`config.mk`:
```
export PLATFORM = sky130hd
export DESIGN_NAME = rr_sched4_flat
export DESIGN_NICKNAME = d
export VERILOG_FILES = /design/src/rtl/rr_sched_pkg.sv /design/src/rtl/rr_sched4_if.sv /design/src/rtl/rr_pick.sv /design/src/rtl/rr_sched4.sv /design/src/flat_wrapper.sv
export SDC_FILE = /design/constraint.sdc
export NUM_CORES = 1
export LEC_CHECK = 0
export CAP_MARGIN = 20
export CELL_PAD_IN_SITES_DETAIL_PLACEMENT = 0
export CELL_PAD_IN_SITES_GLOBAL_PLACEMENT = 1
export CORE_MARGIN = 4
export CORE_UTILIZATION = 52
export DETAILED_ROUTE_END_ITERATION = 8
export DONT_BUFFER_PORTS = 1
export GPL_ROUTABILITY_DRIVEN = 0
export HOLD_SLACK_MARGIN = 0.02
export PLACE_DENSITY_LB_ADDON = 0.1
export RECOVER_POWER = 100
export SLEW_MARGIN = 20
export SYNTH_ARGS = -nofsm -noshare
export SYNTH_HDL_FRONTEND = slang
export SYNTH_HIERARCHICAL = 1
export SYNTH_SLANG_ARGS = --single-unit
export TNS_END_PERCENT = 1
```
`constraint.sdc`:
```
create_clock -name clock -period 4.85 [get_ports clock]
set_clock_uncertainty 0.1 [all_clocks]
set_input_delay 0.7275 -clock clock [delete_from_list [all_inputs] [get_ports clock]]
set_output_delay 0.7275 -clock clock [all_outputs]
set_load 0.02 [all_outputs]
```
`src/rtl/rr_sched_pkg.sv`:
```
// Shared types and helpers for the rr_sched4 round-robin arbiter.
package rr_sched_pkg;

  localparam int unsigned N_DEF = 4;
  localparam int unsigned ID_W  = $clog2(N_DEF);
  localparam int unsigned MAX_N = 8;

  typedef enum logic {
    IDLE  = 1'b0,
    GRANT = 1'b1
  } state_t;

  // One-hot decode of an index; callers truncate to their own width.
  function automatic logic [MAX_N-1:0] onehot(input logic [2:0] k);
    return MAX_N'(1) << k;
  endfunction

endpackage

```
`src/rtl/rr_sched4_if.sv`:
```
// Request/grant bundle between the requesting masters and the arbiter.
interface rr_sched4_if #(
  parameter int unsigned N = 4
);
  localparam int unsigned IDW = $clog2(N);

  logic [N-1:0]   req;
  logic [N-1:0]   grant;
  logic           grant_valid;
  logic [IDW-1:0] grant_id;
  logic [N-1:0]   starve;

  modport master (output req, input grant, input grant_valid, input grant_id, input starve);
  modport slave  (input req, output grant, output grant_valid, output grant_id, output starve);
endinterface

```
`src/rtl/rr_pick.sv`:
```
// Rotating priority encoder: first set bit of req at or above ptr, wrapping.
module rr_pick #(
  parameter int unsigned N   = 4,
  parameter int unsigned IDW = $clog2(N)
) (
  input  logic [N-1:0]   req,
  input  logic [IDW-1:0] ptr,
  output logic           any,
  output logic [IDW-1:0] idx
);

  logic [2*N-1:0] dbl;
  logic           found;

  // The upper copy of req supplies the wrapped-around candidates.
  always_comb begin
    dbl   = {req, req};
    any   = |req;
    idx   = '0;
    found = 1'b0;
    for (int j = 0; j < 2 * N; j++) begin
      if (!found && dbl[j] && (j >= int'(ptr))) begin
        found = 1'b1;
        idx   = IDW'(j % N);
      end
    end
  end

endmodule

```
`src/rtl/rr_sched4.sv`:
```
// N-way round-robin arbiter with bounded grant hold and per-requester
// starvation watchdog; grants are registered and one-hot.
module rr_sched4 import rr_sched_pkg::*; #(
  parameter int unsigned N        = N_DEF,
  parameter int unsigned HOLD_MAX = 3,
  parameter int unsigned WAIT_MAX = 16
) (
  input  logic         clock,
  input  logic         reset,
  rr_sched4_if.slave   bus
);

  localparam int unsigned IDW = $clog2(N);
  localparam int unsigned HW  = $clog2(HOLD_MAX + 1);
  localparam int unsigned WW  = $clog2(WAIT_MAX + 1);

  state_t         state, state_n;
  logic [N-1:0]   req_q;
  logic [N-1:0]   grant_n, own_oh, others, pick_req;
  logic [IDW-1:0] ptr, ptr_n, owner_n, pick_idx;
  logic [HW-1:0]  hold_cnt, hold_n;
  logic           pick_any, owner_req, force_rot;
  logic [WW-1:0]  wait_cnt [N];

  assign own_oh    = N'(onehot(3'(bus.grant_id)));
  assign owner_req = (state == GRANT) && ((req_q & own_oh) != '0);
  assign others    = req_q & ~own_oh;
  assign force_rot = owner_req && (hold_cnt == HW'(HOLD_MAX)) && (others != '0);
  assign pick_req  = force_rot ? others : req_q;

  rr_pick #(.N(N), .IDW(IDW)) u_pick (
    .req (pick_req),
    .ptr (ptr),
    .any (pick_any),
    .idx (pick_idx)
  );

  // Next-state, next-owner and next-grant decision.
  always_comb begin
    state_n = state;
    owner_n = bus.grant_id;
    ptr_n   = ptr;
    hold_n  = hold_cnt;
    grant_n = bus.grant;
    unique case (state)
      IDLE: begin
        grant_n = '0;
        owner_n = '0;
        if (pick_any) begin
          state_n = GRANT;
          owner_n = pick_idx;
          grant_n = N'(onehot(3'(pick_idx)));
          ptr_n   = (pick_idx == IDW'(N - 1)) ? '0 : pick_idx + IDW'(1);
          hold_n  = HW'(1);
        end
      end
      GRANT: begin
        if (!owner_req && !pick_any) begin
          state_n = IDLE;
          grant_n = '0;
          owner_n = '0;
        end else if (!owner_req || force_rot) begin
          owner_n = pick_idx;
          grant_n = N'(onehot(3'(pick_idx)));
          ptr_n   = (pick_idx == IDW'(N - 1)) ? '0 : pick_idx + IDW'(1);
          hold_n  = HW'(1);
        end else if (hold_cnt != HW'(HOLD_MAX)) begin
          hold_n = hold_cnt + HW'(1);
        end
      end
      default: begin
        state_n = IDLE;
        grant_n = '0;
        owner_n = '0;
      end
    endcase
  end

  always_ff @(posedge clock) begin
    if (reset) begin
      state           <= IDLE;
      req_q           <= '0;
      ptr             <= '0;
      hold_cnt        <= '0;
      bus.grant       <= '0;
      bus.grant_valid <= 1'b0;
      bus.grant_id    <= '0;
    end else begin
      state           <= state_n;
      req_q           <= bus.req;
      ptr             <= ptr_n;
      hold_cnt        <= hold_n;
      bus.grant       <= grant_n;
      bus.grant_valid <= |grant_n;
      bus.grant_id    <= owner_n;
    end
  end

  // Starvation watchdog: counts cycles a latched request goes ungranted.
  always_ff @(posedge clock) begin
    if (reset) begin
      bus.starve <= '0;
      for (int i = 0; i < N; i++) wait_cnt[i] <= '0;
    end else begin
      for (int i = 0; i < N; i++) begin
        if (req_q[i] && !bus.grant[i]) begin
          if (wait_cnt[i] != WW'(WAIT_MAX)) wait_cnt[i] <= wait_cnt[i] + WW'(1);
        end else begin
          wait_cnt[i] <= '0;
        end
        if (wait_cnt[i] == WW'(WAIT_MAX)) bus.starve[i] <= 1'b1;
      end
    end
  end

endmodule

```
`src/flat_wrapper.sv`:
```
// flat-port wrapper written by rule: the top's interface ports become plain ports
module rr_sched4_flat import rr_sched_pkg::*;
#(
  parameter int unsigned N        = N_DEF,
  parameter int unsigned HOLD_MAX = 3,
  parameter int unsigned WAIT_MAX = 16
)
  (clock, reset, bus_req, bus_grant, bus_grant_valid, bus_grant_id, bus_starve);
  rr_sched4_if #(.N(N)) bus_i ();
  input  logic clock;
  input  logic reset;
  input wire logic [$bits(bus_i.req)-1:0] bus_req;
  output wire logic [$bits(bus_i.grant)-1:0] bus_grant;
  output wire logic [$bits(bus_i.grant_valid)-1:0] bus_grant_valid;
  output wire logic [$bits(bus_i.grant_id)-1:0] bus_grant_id;
  output wire logic [$bits(bus_i.starve)-1:0] bus_starve;
  assign bus_i.req = bus_req;
  assign bus_grant = bus_i.grant;
  assign bus_grant_valid = bus_i.grant_valid;
  assign bus_grant_id = bus_i.grant_id;
  assign bus_starve = bus_i.starve;
  rr_sched4 #(.N(N), .HOLD_MAX(HOLD_MAX), .WAIT_MAX(WAIT_MAX)) u_core (.clock(clock), .reset(reset), .bus(bus_i));
endmodule
```
==> impl_results.md, run 1 <==
* Int Power at 0.000490 W
* Status: finished clean
* CP endpoint kind: register
* DR vias/cell at roughly 5.6
* Critical Path RT at 4.92 ns
* # IOs at 17
* Critical Path Fanout Max at 8
* Setup TNS at 0 ns
* Slew Limit Fails at 0
* Post-synth net total at 231
* Post-CTS Setup Bufs at 0
* Critical Path Start: u_core/bus.grant_id[0]
* Total GRT Usage at 17.4%
* Sequential area share after synthesis at 48.5%
* Area grow syn2layout at 4.79%
* Net Sw Frac at approximately a quarter
* Total Routed Length at 3870 um
* Startpoint type of the worst setup path: register
* Via count at 1,458
* DRC viols at 0
* CTS tree: done
* Count leader, synth: nor2_1
* Cell taking the most area after synthesis: edfxtp_1
* DRT iter0 DRCs at 102
* FF-to-FF setup slack at 1.27 ns
* NumNets Final at 232
* Synth warn at 6
* Leakage at roughly 0.82 nW
* R2r startpoint: u_core/bus.grant_id[0]
* Crit path to: u_core/bus.grant_valid
* Final period util at about three quarters
* EDFF count, synth at 20
* Seq pwr share at 59.5%
* Switching power at about 0.00016 W
* Number of synthesized register bits at 40
* Die height at 71.0 um
* F_max at 279 MHz
* FILL cells at 346
* Routed len/inst at 14.8 um
* PortBufs at 0
* Core area at 0.00374 sq mm
* R2R cell count at 12
* Post-Syn Instances at 212
* Initial antenna violation count at 0
* Die Area at a little over 0.005 sq mm
* CTS Buffer Depth at 2
* CTS resizes at 0
* Root Buffer: clkbuf_8
* Cts hold-fix bufs at 0
* Antenna Nets Post-Route at 0
* Clock power share at 31.1%
* Clk_lat worst skew at 0.28 ns
* Unrepaired setup endpoints after global routing: false
* Critical Path AT at 3.65 ns
* Vias in the first global route at 1,468
* Final Critical Period at 3.58 ns
* Final Setup Violations at 0
* Max Cap Viol at 0
* Crit Path Category: register to register
* Pin count of the biggest net entering global routing at 25
* Inserted Diodes at 0
* Total CTS buffers at 5
* Initial Util at ~55%
* CTS H-Tree Depth at 2
* Reg area at 0.00100 sq mm
* # rows at 22
* Die width at 71.0 um
* PD cells at roughly 300 mW/mm^2
* Syn avg cell area at 9.74 sq um
* Util after Layout at 57.8%
* Rel. slew slack at 58.3%
* Share of cells above drive strength 1 at 6.10%
* Hold Path Class: register to register
* Area taken by multi-input logic gates at 957 sq um
* Peak VDD IR at approximately 0.14 mV
* Synth cell types at 40
* Post-synth top area share at 29.1%
* Post-Syn Area at roughly 0.0021 sq mm
* Comb power frac at 9.4%
* Drt pass-1 iters at 4
* Primary FF master, synth: edfxtp_1
* CTS clk-pin slew, worst paths at 0.07 ns
* Clock sink total at 40
* GRT overflow at 0
* Hpwl dp at 2920 um
* Synth cell count leaders: 36 x nor2_1, 20 x dfxtp_1, 20 x edfxtp_1, 19 x nand3_1, 18 x inv_1
* Fin. Hold Viols at 0
* Worst reg2reg endpoint: u_core/bus.grant_valid
* Asr flop ratio synth at 0%
* Synth top area cells: edfxtp_1 29%, dfxtp_1 19%, ha_1 7.9%
* First-pass GRT wire length at 6880 um
* Worst Max-Slew Pin Slew at 0.622 ns
[how the worst min path moves through the flow]
stage	endpoint	cells after the start	from	slack, ns
floorplan	u_core/ptr[0]	2	u_core/ptr[0]	0.36
global placement	u_core/hold_cnt[1]	2	u_core/hold_cnt[1]	0.37
detailed placement	u_core/ptr[0]	2	u_core/ptr[0]	0.39
CTS	u_core/bus.starve[2]	1	reset	0.39
global route	u_core/ptr[0]	1	reset	0.38
finish	u_core/ptr[0]	2	u_core/ptr[0]	0.40
[cell usage in the layout (no fill, tap or decap), types with 2 or more instances in the layout]
| master | n |
|---|---|
| a21oi_1 | 12 |
| clkbuf_8 | 5 |
| dfxtp_1 | 20 |
| edfxtp_1 | 20 |
| ha_1 | 13 |
| inv_1 | 18 |
| mux2i_1 | 3 |
| nand2_1 | 10 |
| nand2b_1 | 2 |
| nand3_1 | 19 |
| nand3b_1 | 2 |
| nor2_1 | 36 |
| nor2b_1 | 4 |
| nor3_1 | 4 |
| nor4bb_1 | 2 |
| o21a_1 | 2 |
| o21ai_0 | 3 |
| o31a_1 | 3 |
| or2_2 | 2 |
| or4_1 | 3 |
| xnor2_1 | 4 |
| xor2_1 | 8 |
[per-stage QoR]
stage | setup WS (ns) | cell area, sq um | cells | power, W | hold WS, ns
6_report | 1.27 | 2160 | 261 | 0.000650 | 0.397
4_1_cts | 1.25 | 2160 | 261 | 0.000660 | 0.391
5_1_grt | 0.936 | 2160 | 261 | 0.000690 | 0.380
2_1_floorplan | 1.52 | 2060 | 212 | 0.000444 | 0.363
3_3_place_gp | 1.39 | 2090 | 254 | 0.000452 | 0.368
3_5_place_dp | 1.28 | 2090 | 254 | 0.000455 | 0.391
[state kept, by name (all words and copies together) (netlist names)]
signal	count
u_core/ptr	2
u_core/bus.grant_id	2
u_core/bus.grant_valid	1
u_core/state	1
u_core/hold_cnt	2
u_core/bus.starve	4
u_core/bus.grant	4
u_core/wait_cnt	20
u_core/req_q	4
[critical path, stage by stage (launching register included)]
cell and delay [ns]:
dfxtp_1 0.45, or3_1 0.43, o32ai_1 0.50, nor2_1 0.08, nand2_1 0.10, o31a_1 0.18
a21oi_1 0.07, a311oi_1 0.51, inv_1 0.14, ha_1 0.24, or4_1 0.50, nand3_1 0.10
a21oi_1 0.07
[cell families after synthesis]
family / count (synthesis) / share of synthesized area (%)
muxes: 5 / 3.09
buffers and inverters: 24 / 5.15
DFF: 40 / 48.5
and+or+nand+nor: 88 / 20.6
AOI/OAI and AO/OA: 30 / 9.70
xor gates and xnor gates: 12 / 5.09
adders and majority gates: 13 / 7.88
[power by group through the flow]
stage / sequential [W] / clock (W) / combinational (W)
6_report: 0.000387 / 0.000202 / 0.0000613
5_1_grt: 0.000389 / 0.000231 / 0.0000700
4_1_cts: 0.000387 / 0.000212 / 0.0000614
3_5_place_dp: 0.000394 / 0 / 0.0000609
3_3_place_gp: 0.000393 / 0 / 0.0000590
2_1_floorplan: 0.000388 / 0 / 0.0000561
[area by class of cell]
type | count | area share, %
multi-input combinational | 148 | 44.2
clock inverter | 1 | 0.231
tap | 48 | 2.78
inverter | 18 | 3.12
sequential | 40 | 46.3
clock buffer | 6 | 3.35
[routing by layer]
metal  vias to the layer above  global-route usage [%]  wire length [um]
met3                         8                    5.54               182
met2                        33                    29.5              1930
met5                         -                       0                 0
met4                         0                    5.64                56
met1                       677                    20.8              1700
li1                        740                       -                 -
Note: power is estimated with default switching activity, not from simulation.
==> run 2, diff against run 1 <==
--- a/config.mk
+++ b/config.mk
@@ -9,7 +9,7 @@
 export CELL_PAD_IN_SITES_DETAIL_PLACEMENT = 0
 export CELL_PAD_IN_SITES_GLOBAL_PLACEMENT = 1
 export CORE_MARGIN = 4
-export CORE_UTILIZATION = 52
+export CORE_UTILIZATION = 44
 export DETAILED_ROUTE_END_ITERATION = 8
 export DONT_BUFFER_PORTS = 1
 export GPL_ROUTABILITY_DRIVEN = 0
==> constraint.sdc (replaced) <==
create_clock -name clock -period 3.23 [get_ports clock]
set_clock_uncertainty 0.1 [all_clocks]
set_input_delay 0.4845 -clock clock [delete_from_list [all_inputs] [get_ports clock]]
set_output_delay 0.4845 -clock clock [all_outputs]
set_load 0.02 [all_outputs]
==> run 2 against run 1 <==
  * Non-clock buffer count increased by 9
  * Critical path depth unchanged
  * Final area increased by 4.3%
  * Sequential power increased by 49%
  * Worst hold slack got worse by 0.25 ns
  * Power increased by 55%
  * Critical path type unchanged
==> impl_results.md, run 2 (synthesis gave the netlist of run 1 again) <==
* Placement Setup Slack at 0.0711 ns (-1.21 ns)
* Switching power at 0.000258 W (+61%)
* Final Setup Violations at 0 (unchanged)
* Crit path to: u_core/bus.grant_valid
* F_max at 329 MHz (+18%)
* Via count at 1,477 (+1.3%)
* Total CTS buffers at 5 (unchanged)
* Setup TNS at 0 ns (unchanged)
* Max Cap Viol at 0 (unchanged)
* Die Area at 0.00585 sq mm (+16%)
* PD cells at 447 mW/mm^2 (+49%)
* Routed len/inst at 14.1 um (-4.7%)
* Cts hold-fix bufs at 0 (unchanged)
* Hpwl dp at 2900 um (-0.49%)
* Comb power frac at 11.0% (+1.6 points)
* Net Sw Frac at 25.6% (+0.96 points)
* Commonest non-fill, non-tap cell in the layout: nor2_1
* Max reg flops at 20 (unchanged)
* Slew Limit Fails at 0 (unchanged)
* Area grow syn2layout at 9.33%
* Critical Path, Cell by Cell: mux4_2, and2_4, nand2_1, o31a_1, mux2i_1, nor2_1, a311oi_2, inv_1, ha_1, or4_1, nand3_1, a21oi_1
* Critical Path RT at 3.30 ns (-1.62 ns)
* Share of cells above drive strength 1 at 11.7% (+5.6 points)
* Drt pass-1 iters at 4 (unchanged)
* Core area at 0.00444 sq mm (+19%)
* Rel. slew slack at 63.7% (+5.4 points)
* Peak VDD IR at 0.296 mV (+110%)
* Int Power at 0.000750 W (+53%)
* CTS Buffer Depth at 2 (unchanged)
* CP endpoint kind: register
* Critical path buffer and inverter count at 1 (unchanged)
* DRC viols at 0 (unchanged)
* Total Routed Length at 3880 um (+0.36%)
* Unrepaired setup endpoints after global routing: false
* Root Buffer: clkbuf_8
* Final Critical Period at 3.04 ns (-0.543 ns)
* Hold Path Class: input port to register
* First-pass GRT wire length at 6740 um (-2.0%)
* CTS clk-pin slew, worst paths at 0.08 ns (about the same)
* GRT overflow at 0 (unchanged)
* R2R cell count at 12 (unchanged)
* NumNets Final at 241 (+3.9%)
* FF-to-FF setup slack at 0.19 ns (-1.08 ns)
* Startpoint type of the worst setup path: register
* Vias in the first global route at 1,519 (+3.5%)
* Status: finished clean
* Fin. Hold Viols at 0 (unchanged)
* Antenna Nets Post-Route at 0 (unchanged)
* Total GRT Usage at 14.0% (-3.3 points)
* Crit-path leading delay family: simple AND/OR/NAND/NOR gates
* Worst Max-Slew Pin Slew at 0.537 ns (-0.0848 ns)
* Critical Path AT at 3.11 ns (-0.54 ns)
* Clock sink total at 40 (unchanged)
* Final period util at 94.0% (+20 points)
* R2r startpoint: u_core/bus.grant_id[0]
* # rows at 24 (+9.1%)
* Die height at 76.5 um (+7.7%)
* Highest-count cells in the layout ignoring fill and taps: 36 x nor2_1, 20 x edfxtp_1, 19 x nand3_1
* Initial Util at 46.5% (-8.7 points)
* Crit path max-delay cell type: or4_1
* Critical Path Fanout Max at 8 (unchanged)
* Critical Path Start: u_core/bus.grant_id[0]
* Final setup margin at 0.194 ns (-1.08 ns)
* Pin count of the biggest net entering global routing at 25 (unchanged)
* Leakage at 0.870 nW (+5.9%)
* Placed Area at 0.00215 sq mm (+3.1%)
* Seq pwr share at 57.1% (-2.4 points)
* Worst reg2reg endpoint: u_core/bus.grant_valid
* Die width at 76.5 um (+7.7%)
* Clk_lat worst skew at 0.29 ns (about the same)
* Final Cell Area at 0.00226 sq mm (+4.3%)
* # IOs at 17 (unchanged)
* WP depth at 12 (unchanged)
* Inserted Diodes at 0 (unchanged)
* PortBufs at 0 (unchanged)
* FILL cells at 418 (+21%)
* CTS H-Tree Depth at 2 (unchanged)
* Crit Path Category: register to register
* DR vias/cell at 5.37 (-3.9%)
* Most flop-heavy register: u_core/wait_cnt
* CTS tree: done
* Critical Path Max Stage Delay at 0.49 ns (-0.02 ns)
* Initial antenna violation count at 0 (unchanged)
* DRT iter0 DRCs at 17 (-83%)
* Clock power share at 31.9% (+0.8 points)
## run 2: changes by cell type in the layout (fill, tap and decap cells not counted), sizes merged
cell,before,now
buf,0,7
clkbuf,6,7
clkinv,1,3
## run 2: how the worst min path moves through the flow
stage                                  start                    to  slack, ns  cells after the start
after floorplan                u_core/ptr[0]         u_core/ptr[0]       0.36                      2
after global placement    u_core/hold_cnt[1]    u_core/hold_cnt[1]       0.38                      2
after detailed placement       u_core/ptr[0]         u_core/ptr[0]       0.38                      2
after CTS                              reset  u_core/bus.starve[2]       0.14                      1
after global routing                   reset       u_core/req_q[1]       0.13                      1
final                                  reset       u_core/req_q[1]       0.15                      1
## run 2: cell type report
| type | count | area [sq um] | share of cell area (%) |
|---|---|---|---|
| Sequential cell | 40 | 1010 | 44.6 |
| Inverter | 18 | 67.6 | 2.99 |
| Tap cell | 52 | 65.1 | 2.88 |
| Multi-Input combinational cell | 148 | 971 | 43.0 |
| Clock inverter | 3 | 18.8 | 0.831 |
| Clock buffer | 5 | 68.8 | 3.05 |
| Timing Repair Buffer | 9 | 60.1 | 2.66 |
## run 2: per-layer routing
metal / GRT usage, % / vias up / wire, um
met4: 5.98 / 0 / 72
met3: 4.49 / 10 / 178
met2: 22.8 / 25 / 1830
met5: 0 / - / 0
met1: 17.1 / 690 / 1800
li1: - / 752 / -
## run 2: stage by stage
step,hold slack [ns],util (%),std cells,power [W]
floorplan,0.363,-,212,0.000668
global placement,0.380,48.4,265,0.000693
detailed placement,0.376,48.4,265,0.000694
CTS,0.144,50.3,273,0.00102
global route,0.132,50.8,275,0.00106
finish,0.150,50.8,275,0.00101
## run 2: repair_timing
item / 4_1_cts / 5_1_grt
setup endpoints to repair: 0 / 2
resized for setup: 0 / 5
buffers inserted: 0 / 2
endpoints found under the hold margin: 0 / 0
## run 2: power groups by stage
stage	Sequential (W)	Clock [W]	Combinational (W)
2_1_floorplan	0.000582	0	0.0000855
3_3_place_gp	0.000588	0	0.000106
3_5_place_dp	0.000588	0	0.000107
4_1_cts	0.000576	0.000338	0.000107
5_1_grt	0.000579	0.000360	0.000125
6_report	0.000576	0.000322	0.000111
==> patch (flow settings as in run 1) <==
`WAIT_MAX` is set to 16 in 2 places; all go to 32.
--- a/src/rtl/rr_sched4.sv
+++ b/src/rtl/rr_sched4.sv
@@ -3,7 +3,7 @@
 module rr_sched4 import rr_sched_pkg::*; #(
   parameter int unsigned N        = N_DEF,
   parameter int unsigned HOLD_MAX = 3,
-  parameter int unsigned WAIT_MAX = 16
+  parameter int unsigned WAIT_MAX = 32
 ) (
   input  logic         clock,
   input  logic         reset,
--- a/src/flat_wrapper.sv
+++ b/src/flat_wrapper.sv
@@ -3,7 +3,7 @@
 #(
   parameter int unsigned N        = N_DEF,
   parameter int unsigned HOLD_MAX = 3,
-  parameter int unsigned WAIT_MAX = 16
+  parameter int unsigned WAIT_MAX = 32
 )
   (clock, reset, bus_req, bus_grant, bus_grant_valid, bus_grant_id, bus_starve);
   rr_sched4_if #(.N(N)) bus_i ();
Behaviour: no difference found for any inputs over 10 cycles, from zero or initial values and one cycle with reset high; that may be too few to reach the edited logic, so the function may still have changed.
==> patch against run 1 <==
- total power grew 22%
- cell area grew 22%
- synthesized area grew 22%
- maximum frequency shrank 13%
- setup slack lost 0.52 ns
- via count grew 26%
- sequential cell count grew 4
- routed wire length grew 25%
- die area grew 19%
- critical path type unchanged
- largest power group unchanged
==> patch: results (changes against run 1) <==
Parameter                              Value

Global routing
  Largest net degree at the start of global routing ... 24 (-4.0%)
  Number of global-route vias before repair ... 1740 (+19%)
  Gr usage total ... 17.6% (+0.27 points)
  Wire length of the first global-routing pass ... 8.51 mm (+24%)

Timing
  Tightest slew margin relative to the limit ... 48.9% (-9.4 points)
  Max Clock Freq ... 244 MHz (-13%)

Synth
  Number of nets in the synthesized netlist ... 278 (+20%)
  Top cell types by occurrence after synthesis ... nor2_1 (43), nand3_1 (25), edfxtp_1 (24)
  Sequential share of the synthesized area ... 44.5% (-4.0 points)
  Number of distinct library cell variants in the gate-level netlist after synthesis ... 46 (+15%)
  Top cells by area, synth ... edfxtp_1 (29%), dfxtp_1 (16%), ha_1 (6.5%)
  EDFF count, synth ... 24 (+20%)

Routing
  Number of design-rule violations left by the first detailed-router iteration ... 76 (-25%)
  Via count of the routed design ... 1831 (+26%)
  Final routed wirelength across all metal layers ... 4.82 mm (+25%)

CTS
  Clock latency at the later pin of the worst-skew pair ... 0.30 ns (+0.02 ns)
  Clock-pin slew reported for the worst setup and hold paths after clock tree synthesis ... 0.09 ns (+0.02 ns)

Status
  Outcome ... finished clean

Placed design
  Post-DP Area ... 2530 sq um (+21%)
  Final HPWL from detailed placement ... 3.36 mm (+15%)
  Dpl ws ... 0.769 ns (-0.508 ns)

Layout
  Nets@finish ... 274 (+18%)
  Number of flip-flops in the largest register ... 24 (+20%)
  Share of cells above drive strength 1 ... 7.81% (+1.7 points)

Critical path
  Cell type of the slowest stage on the worst timing path ... dfxtp_1
  Data arrival time at the worst-slack endpoint ... 4.19 ns (+0.54 ns)
  Worst reg-to-reg setup slack ... 0.75 ns (-0.52 ns)
  Longest individual stage delay on the worst path ... 0.62 ns (+0.11 ns)
  Worst-path maximum fanout ... 11 (+3)

Hold path
  Worst hold path class ... in -> reg

Power
  Leakage power figure ... 0.000917 uW (+12%)
## patch: changes by cell type after synthesis, moves of 4 or more
cell       change
a21oi_1        -9
nor2_1         +7
o2111ai_1      +7
nand3_1        +6
nor4_1         +5
o221ai_1       +5
edfxtp_1       +4
nand2_1        +4
xnor2_1        +4
## patch: where the power goes
part	total, uW	internal, uW	switching (uW)
sequential	425	402	23.4
clock	288	155	133
combinational	77.8	31.9	45.8
total	791	589	202
## patch: per-layer routing
metal  routed length, um  global-route usage [%]
met1                2300                    24.0
met2                2270                    27.4
met3                 209                    5.22
met4                  39                    4.27
met5                   0                       0
## patch: worst reg2reg max path, cell delays in order, from the launching register on
cell,delay [ns]
dfxtp_1,0.62
mux2i_1,0.25
a2bb2oi_2,0.33
nand2_1,0.32
o41a_1,0.52
mux2i_1,0.16
nor2_1,0.06
a311oi_1,0.23
buf_4,0.19
inv_1,0.06
ha_1,0.22
or4_1,0.53
nand2_1,0.09
nor4_1,0.05
a311o_1,0.28
## patch: final cells by class
| class | count | area, sq um |
|---|---|---|
| well taps | 54 | 67.6 |
| multi-input cells | 183 | 1260 |
| clock buffers | 5 | 68.8 |
| repair buffers | 1 | 7.51 |
| clock inverters | 3 | 46.3 |
| inverters | 20 | 75.1 |
| flip-flops and latches | 44 | 1120 |
| fillers | 432 | 2050 |
## patch: through the flow
stage	instances	util [%]	power, uW	hold slack [ns]
detailed placement	302	53.9	511	0.409
finish	310	56.3	791	0.387
global route	310	56.3	830	0.370
global placement	302	53.9	512	0.416
CTS	310	56.3	801	0.378
floorplan	259	-	496	0.399
## patch: cell families after synthesis
kind of cell / synth area share [%]
and+or+nand+nor: 22.2
AOI/OAI and AO/OA: 14.1
buffers and inverters: 5.56
DFF: 44.5
adders and majority gates: 6.46
xor gates and xnor gates: 5.56
muxes: 1.69
## patch: worst paths after layout
kind                                       startpoint                           endpoint  depth (start not counted)
setup / recovery  u_core/bus.grant_id[1]$_SDFFE_PP0P_  u_core/bus.grant_valid$_SDFF_PP0_                         14
hold / removal                                  reset            u_core/state$_SDFF_PP0_                          1
setup reg to reg  u_core/bus.grant_id[1]$_SDFFE_PP0P_  u_core/bus.grant_valid$_SDFF_PP0_                         14
hold reg to reg       u_core/hold_cnt[1]$_SDFFE_PP0P_    u_core/hold_cnt[1]$_SDFFE_PP0P_                          2
